<file path="src/rtl/game_flow_ctrl.sv">
// Game-phase sequencer for boxhead: title, countdown, play, pause and game-over,
// with all phase timing counted in VGA frames.
module game_flow_ctrl #(
    parameter logic [7:0] START_KEY    = 8'd22,
    parameter logic [7:0] PAUSE_KEY    = 8'd19,
    parameter logic [9:0] SEG_FRAMES   = 10'd60,
    parameter logic [9:0] OVER_FRAMES  = 10'd240,
    parameter logic [9:0] BLINK_FRAMES = 10'd30
) (
    input  logic       Clk,
    input  logic       Reset,
    input  logic       frame_clk,
    input  logic [7:0] keycode,
    input  logic       player_dead,
    output logic [2:0] state_code,
    output logic       Game_Start_On,
    output logic       Game_Play_On,
    output logic       Game_Pause_On,
    output logic       Game_Over_On,
    output logic [1:0] Countdown_Num,
    output logic       Blink,
    output logic       Game_Reset
);

    typedef enum logic [2:0] {
        TITLE     = 3'd0,
        COUNTDOWN = 3'd1,
        PLAY      = 3'd2,
        PAUSE     = 3'd3,
        OVER      = 3'd4
    } state_t;

    state_t     state, state_next;
    logic       frame_clk_d;
    logic [7:0] keycode_d;
    logic [9:0] frame_cnt, frame_cnt_next;
    logic [9:0] blink_cnt, blink_cnt_next;
    logic [1:0] digit, digit_next;
    logic       blink_q, blink_next;
    logic       game_reset_q, game_reset_next;
    logic       state_change;

    logic frame_tick, press_start, press_pause, seg_done, over_done;

    // Edge detection makes a held key or a long frame strobe count only once.
    assign frame_tick  = frame_clk & ~frame_clk_d;
    assign press_start = (keycode == START_KEY) && (keycode_d != START_KEY);
    assign press_pause = (keycode == PAUSE_KEY) && (keycode_d != PAUSE_KEY);
    assign seg_done    = frame_tick && (frame_cnt == SEG_FRAMES - 10'd1);
    assign over_done   = frame_tick && (frame_cnt == OVER_FRAMES - 10'd1);

    always_ff @(posedge Clk) begin
        if (Reset) begin
            state        <= TITLE;
            frame_cnt    <= '0;
            blink_cnt    <= '0;
            digit        <= '0;
            blink_q      <= 1'b1;
            game_reset_q <= 1'b0;
            keycode_d    <= '0;
            frame_clk_d  <= 1'b0;
        end else begin
            state        <= state_next;
            frame_cnt    <= frame_cnt_next;
            blink_cnt    <= blink_cnt_next;
            digit        <= digit_next;
            blink_q      <= blink_next;
            game_reset_q <= game_reset_next;
            keycode_d    <= keycode;
            frame_clk_d  <= frame_clk;
        end
    end

    always_comb begin
        state_next      = state;
        frame_cnt_next  = frame_cnt;
        blink_cnt_next  = blink_cnt;
        digit_next      = digit;
        blink_next      = blink_q;
        game_reset_next = 1'b0;
        state_change    = 1'b0;

        case (state)
            TITLE:     if (press_start) state_next = COUNTDOWN;
            COUNTDOWN: if (seg_done && digit == 2'd1) state_next = PLAY;
            PLAY: begin
                // Death outranks a simultaneous pause press.
                if (player_dead)      state_next = OVER;
                else if (press_pause) state_next = PAUSE;
            end
            PAUSE:     if (press_pause) state_next = PLAY;
            OVER:      if (over_done) state_next = TITLE;
            default:   state_next = TITLE;
        endcase

        state_change = (state_next != state);

        // A state change clears the frame counter even if a tick lands in the same cycle.
        if (state_change || (state == COUNTDOWN && seg_done))
            frame_cnt_next = '0;
        else if (frame_tick)
            frame_cnt_next = frame_cnt + 10'd1;

        if (state_change && state_next == COUNTDOWN) begin
            digit_next      = 2'd3;
            game_reset_next = 1'b1;
        end else if (state == COUNTDOWN && seg_done && digit > 2'd1) begin
            digit_next = digit - 2'd1;
        end

        if (state_change || (state != TITLE && state != PAUSE)) begin
            blink_next     = 1'b1;
            blink_cnt_next = '0;
        end else if (frame_tick) begin
            if (blink_cnt == BLINK_FRAMES - 10'd1) begin
                blink_next     = ~blink_q;
                blink_cnt_next = '0;
            end else begin
                blink_cnt_next = blink_cnt + 10'd1;
            end
        end
    end

    assign state_code    = state;
    assign Game_Start_On = (state == TITLE);
    assign Game_Play_On  = (state == PLAY);
    assign Game_Pause_On = (state == PAUSE);
    assign Game_Over_On  = (state == OVER);
    assign Countdown_Num = (state == COUNTDOWN) ? digit : 2'd0;
    assign Blink         = blink_q;
    assign Game_Reset    = game_reset_q;

endmodule
</file>
<file path="config.mk">
export PLATFORM = sky130hd
export DESIGN_NAME = game_flow_ctrl
export DESIGN_NICKNAME = d
export VERILOG_FILES = /design/src/rtl/game_flow_ctrl.sv
export SDC_FILE = /design/constraint.sdc
export NUM_CORES = 1
export LEC_CHECK = 0
export CORE_AREA = 2 2 85 79
export CTS_CLUSTER_DIAMETER = 40
export DETAILED_ROUTE_END_ITERATION = 12
export DIE_AREA = 0 0 87 81
export HOLD_SLACK_MARGIN = 0.06
export SETUP_SLACK_MARGIN = 0.15
export SYNTH_ARGS = -nofsm -noshare
export SYNTH_HDL_FRONTEND = slang
export SYNTH_SLANG_ARGS = --single-unit
export TNS_END_PERCENT = 10
</file>
<file path="constraint.sdc">
create_clock -name Clk -period 5.4 [get_ports Clk]
set_input_delay 1.08 -clock Clk [delete_from_list [all_inputs] [get_ports Clk]]
set_output_delay 1.08 -clock Clk [all_outputs]
set_load 0.03 [all_outputs]
</file>
* Word-level counts from Yosys, hierarchy flattened
Index checks and enable logic that the tools add are counted.
** Word-level totals
- Register bits :: 36
- Word-level logic and storage cells :: 59
- Bits of input ports :: 12
- Output and inout port bits :: 11
** Operators by class
- Eq/ne operators :: 15
- Reductions and logical operators :: 17
- Multiplexer cells :: 12
- Magnitude comparators :: 1
- $add $sub $neg :: 3
- Bitwise gates (word level) :: 3
** Operator list (number)
- $add 10x1->10 const B :: 2
- $mux 3 :: 6
- $eq 8x5->1 const B :: 2
- $ne 8x5->1 const B :: 2
- $pmux 3 s5 :: 1
- $eq 10x5->1 const B :: 1
- $eq 10x6->1 const B :: 1
- $eq 10x8->1 const B :: 1
- $mux 10 :: 1
- $logic_and 1x1->1 :: 9
- $eq 3x1->1 const B :: 2
- $eq 3x2->1 const B :: 2
- $mux 2 :: 3
- $reduce_or 2->1 :: 2
- $eq 3x3->1 const B :: 1
- $logic_not 3->1 :: 1
- $ne 3x2->1 const B :: 1
- $ne 3x3->1 :: 1
- $reduce_bool 3->1 :: 1
- $eq 2x1->1 const B :: 1
- $gt 2x1->1 const B :: 1
- $logic_or 1x1->1 :: 2
- $not 1->1 :: 2
- $reduce_and 2->1 :: 1
- 4 further kinds :: 4

* Longest topological paths before layout
Gate-level depths: netlist (run 1).
- Word-level depth :: 9
- Depth in mapped cells :: 8
- Mapped depth without buffers :: 7

* Least setup slack after synthesis (run 1)
No wires, ideal clock.
- Path type :: reg-to-output
- Start point :: register state[1], in the netlist state_code[1]
- End point :: output port Game_Pause_On
- Path buffers :: 1
- Setup slack :: 2562 ps
- Required time :: 4320 ps
- Data arrival time :: 1758 ps
- Cell stages (with the launch flop) :: 4
- Path through :: dfxtp_1 > clkbuf_1 > inv_1 > nor3b_1
** Between the ends
- Longest elaborated chain between the ends :: 1
** RTL lines
- from (decl) :: line 33 : state_t state, state_next;
- from (signal assigned) :: line 63 : state <= state_next;
- $eq 3x2->1 :: line 127 : assign Game_Pause_On = (state == PAUSE);
- to (decl) :: line 18 : output logic Game_Pause_On,
No other way between the ends.

* Final worst setup path (run 1)
- Start point :: register state[0], in the netlist state_code[0]
- End point :: output port Countdown_Num[1]
** Between the ends
- Longest elaborated chain between the ends :: 2
** RTL lines
- $eq 3x1->1 :: line 129 : assign Countdown_Num = (state == COUNTDOWN) ? digit : 2'd0;
- $mux 2 :: line 129
- to (decl) :: line 20 : output logic [1:0] Countdown_Num,
No other way between the ends.

==> impl_metrics.toml, run 1 <==
[yosys]
yosysSeqAreaShare_pct = 40.4
synth.distinct_cells = 46
synth_cells = 196
synth-seq-cells = 36
synthFlopType = "dfxtp_1"
synth_top_area_share_pct = 40.4
synth_area_mm2 = 0.00178
synth_edf_count = 0
synth.avg_cell_area_um2 = 9.10
synth_nets = 212
yosys_warnings = 0
synth-async-reset-ratio_pct = 0
yosys-top-cells-area = "dfxtp_1 40%, xnor2_1 5.4%, a21oi_1 4.5%"
yosys.area.top_type = "dfxtp_1"

[clock_network]
cts_setup_buffers = 0
clk_latency_ns = 0.28
root_buffer = "clkbuf_8"
cts_resized = 0
cts_tree = "built"
cts-buffers-inserted = 5
h-tree-depth = 2
clockBufferDepth = 2
cts.sinks = 36
clkTransAtPathRegs_ns = 0.06
cts_hold_buf = 0

[pwr]
ir_drop_mv = 0.0654
p_per_area_mw_per_mm2 = 236
intPower_mw = 0.404
total_power_mw = 0.513
p_clk_share_pct = 39.4
p_sw_mw = 0.109
seq_power_share_pct = 54.1
switching_share_pct = 21.3
leakage_nw = 0.725
comb_power_share_pct = 6.5

[routing]
wl_per_cell_um = 12.7
wl_um = 3720
final_antenna_net_count = 0
drt_iter0_drc = 47
dr_total_vias = 1451
vias_per_cell = 4.94
drc = 0
drtPass1Iterations = 7

[timing]
fin_crit_ns = 3.38
rsz0062_at_grt = "no"
slew_viol_final = 0
finalSetupViolCount = 0
hold_ws_ns = 0.514
setup_tns_ns = 0
relSlewSlack_pct = 54.4
hold_viol = 0
timing.fmax_mhz = 296
period_share_pct = 62.7
worstMarginPinSlew_ns = 0.677
skew_ns = 0.00221

[critical_path]
cp_max_fo = 12
crit_start = "state_code[0]$_SDFF_PP0_"
cp.depth = 3
path_delay_family = "simple AND/OR/NAND/NOR gates"
start_kind = "flop"
reg2reg_slack_ns = 3.17
cp_data_arrival_time_ns = 2.30
reg2reg_from = "frame_cnt[6]$_SDFFE_PP0P_"
endpoint = "Countdown_Num[1]"
r2r_cells = 5
r2r-end = "frame_cnt[1]$_SDFFE_PP0P_"
crit_type = "reg -> out"
slowest_stage = "clkdlybuf4s50_1"
crit_chain = "nor3b_1 > and2_1 > clkdlybuf4s50_1"
critPathRequiredTime_ns = 4.32
crit_path_end_kind = "output pin"
cpPeakStageDelay_ns = 0.67
crit_buf_inv = 1

[grt]
grt_antenna_before_repair = 0
grt_pass1_wl_um = 6400
grt_pass1_vias = 1369
grt.total_usage_pct = 11.5
grt_overflow = 0
grt_max_degree = 18

[min_path]
hold_path_class = "reg -> reg"

[final_layout]
areaGrowthSynthToFinish_pct = 21.8
fin_area_mm2 = 0.00217
drive_above_1_share_pct = 8.22
final_common_cell = "dfxtp_1"
final_cell_mix = "36 x dfxtp_1, 22 x clkdlybuf4s50_1, 18 x nor2_1"
n_antenna_cell = 0
nets = 235

[place]
io_buffers = 22
dp_hpwl_um = 2720
dpl_cell_area_mm2 = 0.00207
gp_congestion = 0.839

[run_status]
status = "complete, no violations"

[die]
rows = 28
die_h_um = 81
die_w_um = 87
start_util_pct = 28.4
io_pins = 23
core_area_mm2 = 0.00627
dieArea_mm2 = 0.00705

[run]
maxCapViolCount = 0
-- routing by layer --
| layer | share of wire, % | track usage [%] | vias to the layer above |
|---|---|---|---|
| met2 | 45 | 17.6 | 17 |
| met3 | 4.6 | 3.66 | 6 |
| met4 | 1.5 | 4.22 | 0 |
| met1 | 49 | 15.3 | 681 |
| li1 | - | - | 747 |
| met5 | 0 | 0 | - |
-- how the worst min path moves through the flow --
stage,start,end,cells past startpoint
after global routing,digit[1]$_SDFFE_PP0P_,digit[1]$_SDFFE_PP0P_,2
after floorplan,blink_cnt[8]$_SDFFE_PP0P_,blink_cnt[8]$_SDFFE_PP0P_,2
final,digit[1]$_SDFFE_PP0P_,digit[1]$_SDFFE_PP0P_,2
after CTS,digit[1]$_SDFFE_PP0P_,digit[1]$_SDFFE_PP0P_,2
after detailed placement,digit[1]$_SDFFE_PP0P_,digit[1]$_SDFFE_PP0P_,2
after global placement,blink_cnt[8]$_SDFFE_PP0P_,blink_cnt[8]$_SDFFE_PP0P_,2
-- kinds of logic after synthesis --
kind of cell	synth area share [%]
adders and majority gates	2.81
and+or+nand+nor	33.1
buffers and inverters	2.32
AOI/OAI and AO/OA	11.5
xor gates and xnor gates	9.33
muxes	0.561
DFF	40.4
-- stage by stage --
stage | worst slack, ns | std cells | utilization, %
2_1_floorplan | 2.56 | 196 | -
6_report | 2.02 | 294 | 34.6
4_1_cts | 2.01 | 294 | 34.6
3_5_place_dp | 2.04 | 287 | 33.1
5_1_grt | 1.86 | 294 | 34.6
3_3_place_gp | 2.02 | 287 | 33.1
-- synthesized netlist by cell type, types with 2 or more instances --
cell type,instances
inv_1,5
nand2b_1,4
o211ai_1,2
nor3_1,6
o21ai_0,2
nand4_1,7
a21oi_1,16
nand3_1,6
nand3b_1,3
clkbuf_1,6
dfxtp_1,36
and2_1,3
xnor2_1,11
nor3b_1,4
nor2_1,18
nor4b_1,3
or3_1,3
nand4b_1,2
or2_2,2
nor2b_1,10
nand2_1,10
xor2_1,8
ha_1,4
or4_4,2
and4_2,2
-- worst min-delay path, delay by kind of cell (launching register included) --
family	cells	cell delay, ns
AO/OA/AOI/OAI	2	0.14
flip-flops	1	0.33
-- power by group through the flow --
stage	combinational (mW)	sequential, mW	clock (mW)
floorplan	0.0194	0.283	0
global placement	0.0331	0.284	0
detailed placement	0.0331	0.284	0
CTS	0.0335	0.278	0.209
global route	0.0376	0.278	0.221
finish	0.0331	0.278	0.202
-- registers in the layout (all words and copies together) (netlist names) --
name         count
Blink            1
frame_cnt       10
Game_Reset       1
keycode_d        8
blink_cnt       10
state_code       3
digit            2
frame_clk_d      1
-- layout make-up --
class / count / area (um2)
Timing Repair Buffer: 22 / 220
Multi-Input combinational cell: 149 / 1020
Fill cell: 657 / 4100
Sequential cell: 36 / 721
Inverter: 5 / 18.8
Tap cell: 75 / 93.8
Clock buffer: 7 / 96.3
(Power assumes the default switching activity.)
==> run 2, diff against run 1 <==
Clock period 5.4 ns to 3.4 ns, I/O delays scaled along.
==> run 2 against run 1 <==
Die area stayed put. Critical endpoint is now Game_Pause_On. Final cell count increased by 1.4%. Via count decreased by 0.21%. Combinational power rose by 66%. Largest cell class unchanged. Clock power increased by 56%.
==> impl_metrics.toml, run 2 (same netlist as run 1, synthesis figures left out) <==
[run_status]
status = "complete, no violations"

[die]
dieArea_mm2 = 0.00705
die_h_um = 81
start_util_pct = 28.4
rows = 28
core_area_mm2 = 0.00627
io_pins = 23
die_w_um = 87

[place]
gp_congestion = 0.831
io_buffers = 22
dp_hpwl_um = 2740

[critical_path]
slowest_stage = "clkdlybuf4s50_1"
cp_data_arrival_time_ns = 2.11
critPathRequiredTime_ns = 2.72
crit_start = "state_code[1]$_SDFF_PP0_"
crit_type = "reg -> out"
r2r_cells = 5
r2r-end = "frame_cnt[5]$_SDFFE_PP0P_"
reg2reg_from = "frame_cnt[6]$_SDFFE_PP0P_"
start_kind = "flop"
cp_max_fo = 9
crit_chain = "inv_1 > nor3b_1 > clkdlybuf4s50_1"
cpPeakStageDelay_ns = 0.75
crit_path_end_kind = "output pin"
reg2reg_slack_ns = 1.17

[pwr]
total_power_mw = 0.812
ir_drop_mv = 0.128
leakage_nw = 0.746
p_per_area_mw_per_mm2 = 369

[timing]
relSlewSlack_pct = 65.8
setup_tns_ns = 0
period_share_pct = 82.1
hold_viol = 0
rsz0062_at_grt = "no"
finalSetupViolCount = 0
skew_ns = 0.00668
worstMarginPinSlew_ns = 0.506
timing.fmax_mhz = 358
fin_crit_ns = 2.79
slew_viol_final = 0

[routing]
vias_per_cell = 4.86
drc = 0
wl_um = 3650
wl_per_cell_um = 12.3
drt_iter0_drc = 77
final_antenna_net_count = 0
dr_total_vias = 1448
drtPass1Iterations = 4

[final_layout]
final_common_cell = "dfxtp_1"
areaGrowthSynthToFinish_pct = 23.4
final-seq-area_um2 = 721
final_cell_mix = "36 x dfxtp_1, 22 x clkdlybuf4s50_1, 18 x nor2_1"
reg_top3 = "blink_cnt x10, frame_cnt x10, keycode_d x8"
nets = 239
drive_above_1_share_pct = 9.87
n_antenna_cell = 0
num-fill-cells = 639
multi_input_area_mm2 = 0.00102

[grt]
grt_max_degree = 14
grt_antenna_before_repair = 0
grt_pass1_wl_um = 6410
grt_overflow = 0
grt.total_usage_pct = 11.6
grt_pass1_vias = 1429

[clock_network]
cts_resized = 0
cts-buffers-inserted = 5
clockBufferDepth = 2
clkTransAtPathRegs_ns = 0.07
cts_hold_buf = 0
cts_tree = "built"
clk_latency_ns = 0.28
cts.sinks = 36
cts_setup_buffers = 0
root_buffer = "clkbuf_8"
h-tree-depth = 2

[min_path]
hold_path_end = "blink_cnt[8]$_SDFFE_PP0P_"
hold_path_class = "reg -> reg"
hold_path_depth = 2
hold_start = "blink_cnt[8]$_SDFFE_PP0P_"

[run]
maxCapViolCount = 0
-- run 2: changes by cell type in the layout (fill, tap and decap cells not counted), sizes merged --
| cell | change |
|---|---|
| buf | +4 |
-- run 2: worst max-delay path by stage --
stage                           endpoint  cells past startpoint
3_3_place_gp       Game_Reset$_SDFF_PP0_                      6
2_1_floorplan  blink_cnt[1]$_SDFFE_PP0P_                      7
3_5_place_dp       Game_Reset$_SDFF_PP0_                      6
4_1_cts                    Game_Pause_On                      3
6_report                   Game_Pause_On                      3
5_1_grt                    Game_Pause_On                      3
-- run 2: critical path: cells and delay by family (launching register included) --
family,cells,cell delay (ns)
buf+inv,2,0.92
flops,1,0.50
simple gates,1,0.41
-- run 2: area by class of cell --
class / instances / area share, %
multi-input cells: 149 / 46.4
flip-flops and latches: 36 / 32.7
repair buffers: 26 / 11.4
clock buffers: 7 / 4.38
well taps: 75 / 4.26
inverters: 5 / 0.853
-- run 2: metrics by stage --
step	util [%]	hold WS (ns)	std cells	instance area, um2	setup WS, ns
after CTS	35.1	0.512	298	2200	0.596
after global routing	35.1	0.549	298	2200	0.458
after global placement	33.6	0.492	291	2100	0.458
after floorplan	-	0.471	196	1780	0.687
after detailed placement	33.6	0.498	291	2100	0.446
final	35.1	0.508	298	2200	0.609
-- run 2: where the power goes --
group          internal [mW]  switching (mW)  total [mW]
sequential             0.433         0.00854       0.441
clock                  0.180           0.136       0.316
combinational         0.0301          0.0247      0.0548
total                  0.643           0.169       0.812
-- run 2: routing by layer --
metal	up-vias	global-route usage (%)	share of wire, %
li1	752	-	-
met3	7	3.76	4.2
met1	671	14.0	48
met5	-	0	0
met2	18	19.3	46
met4	0	4.38	1.5
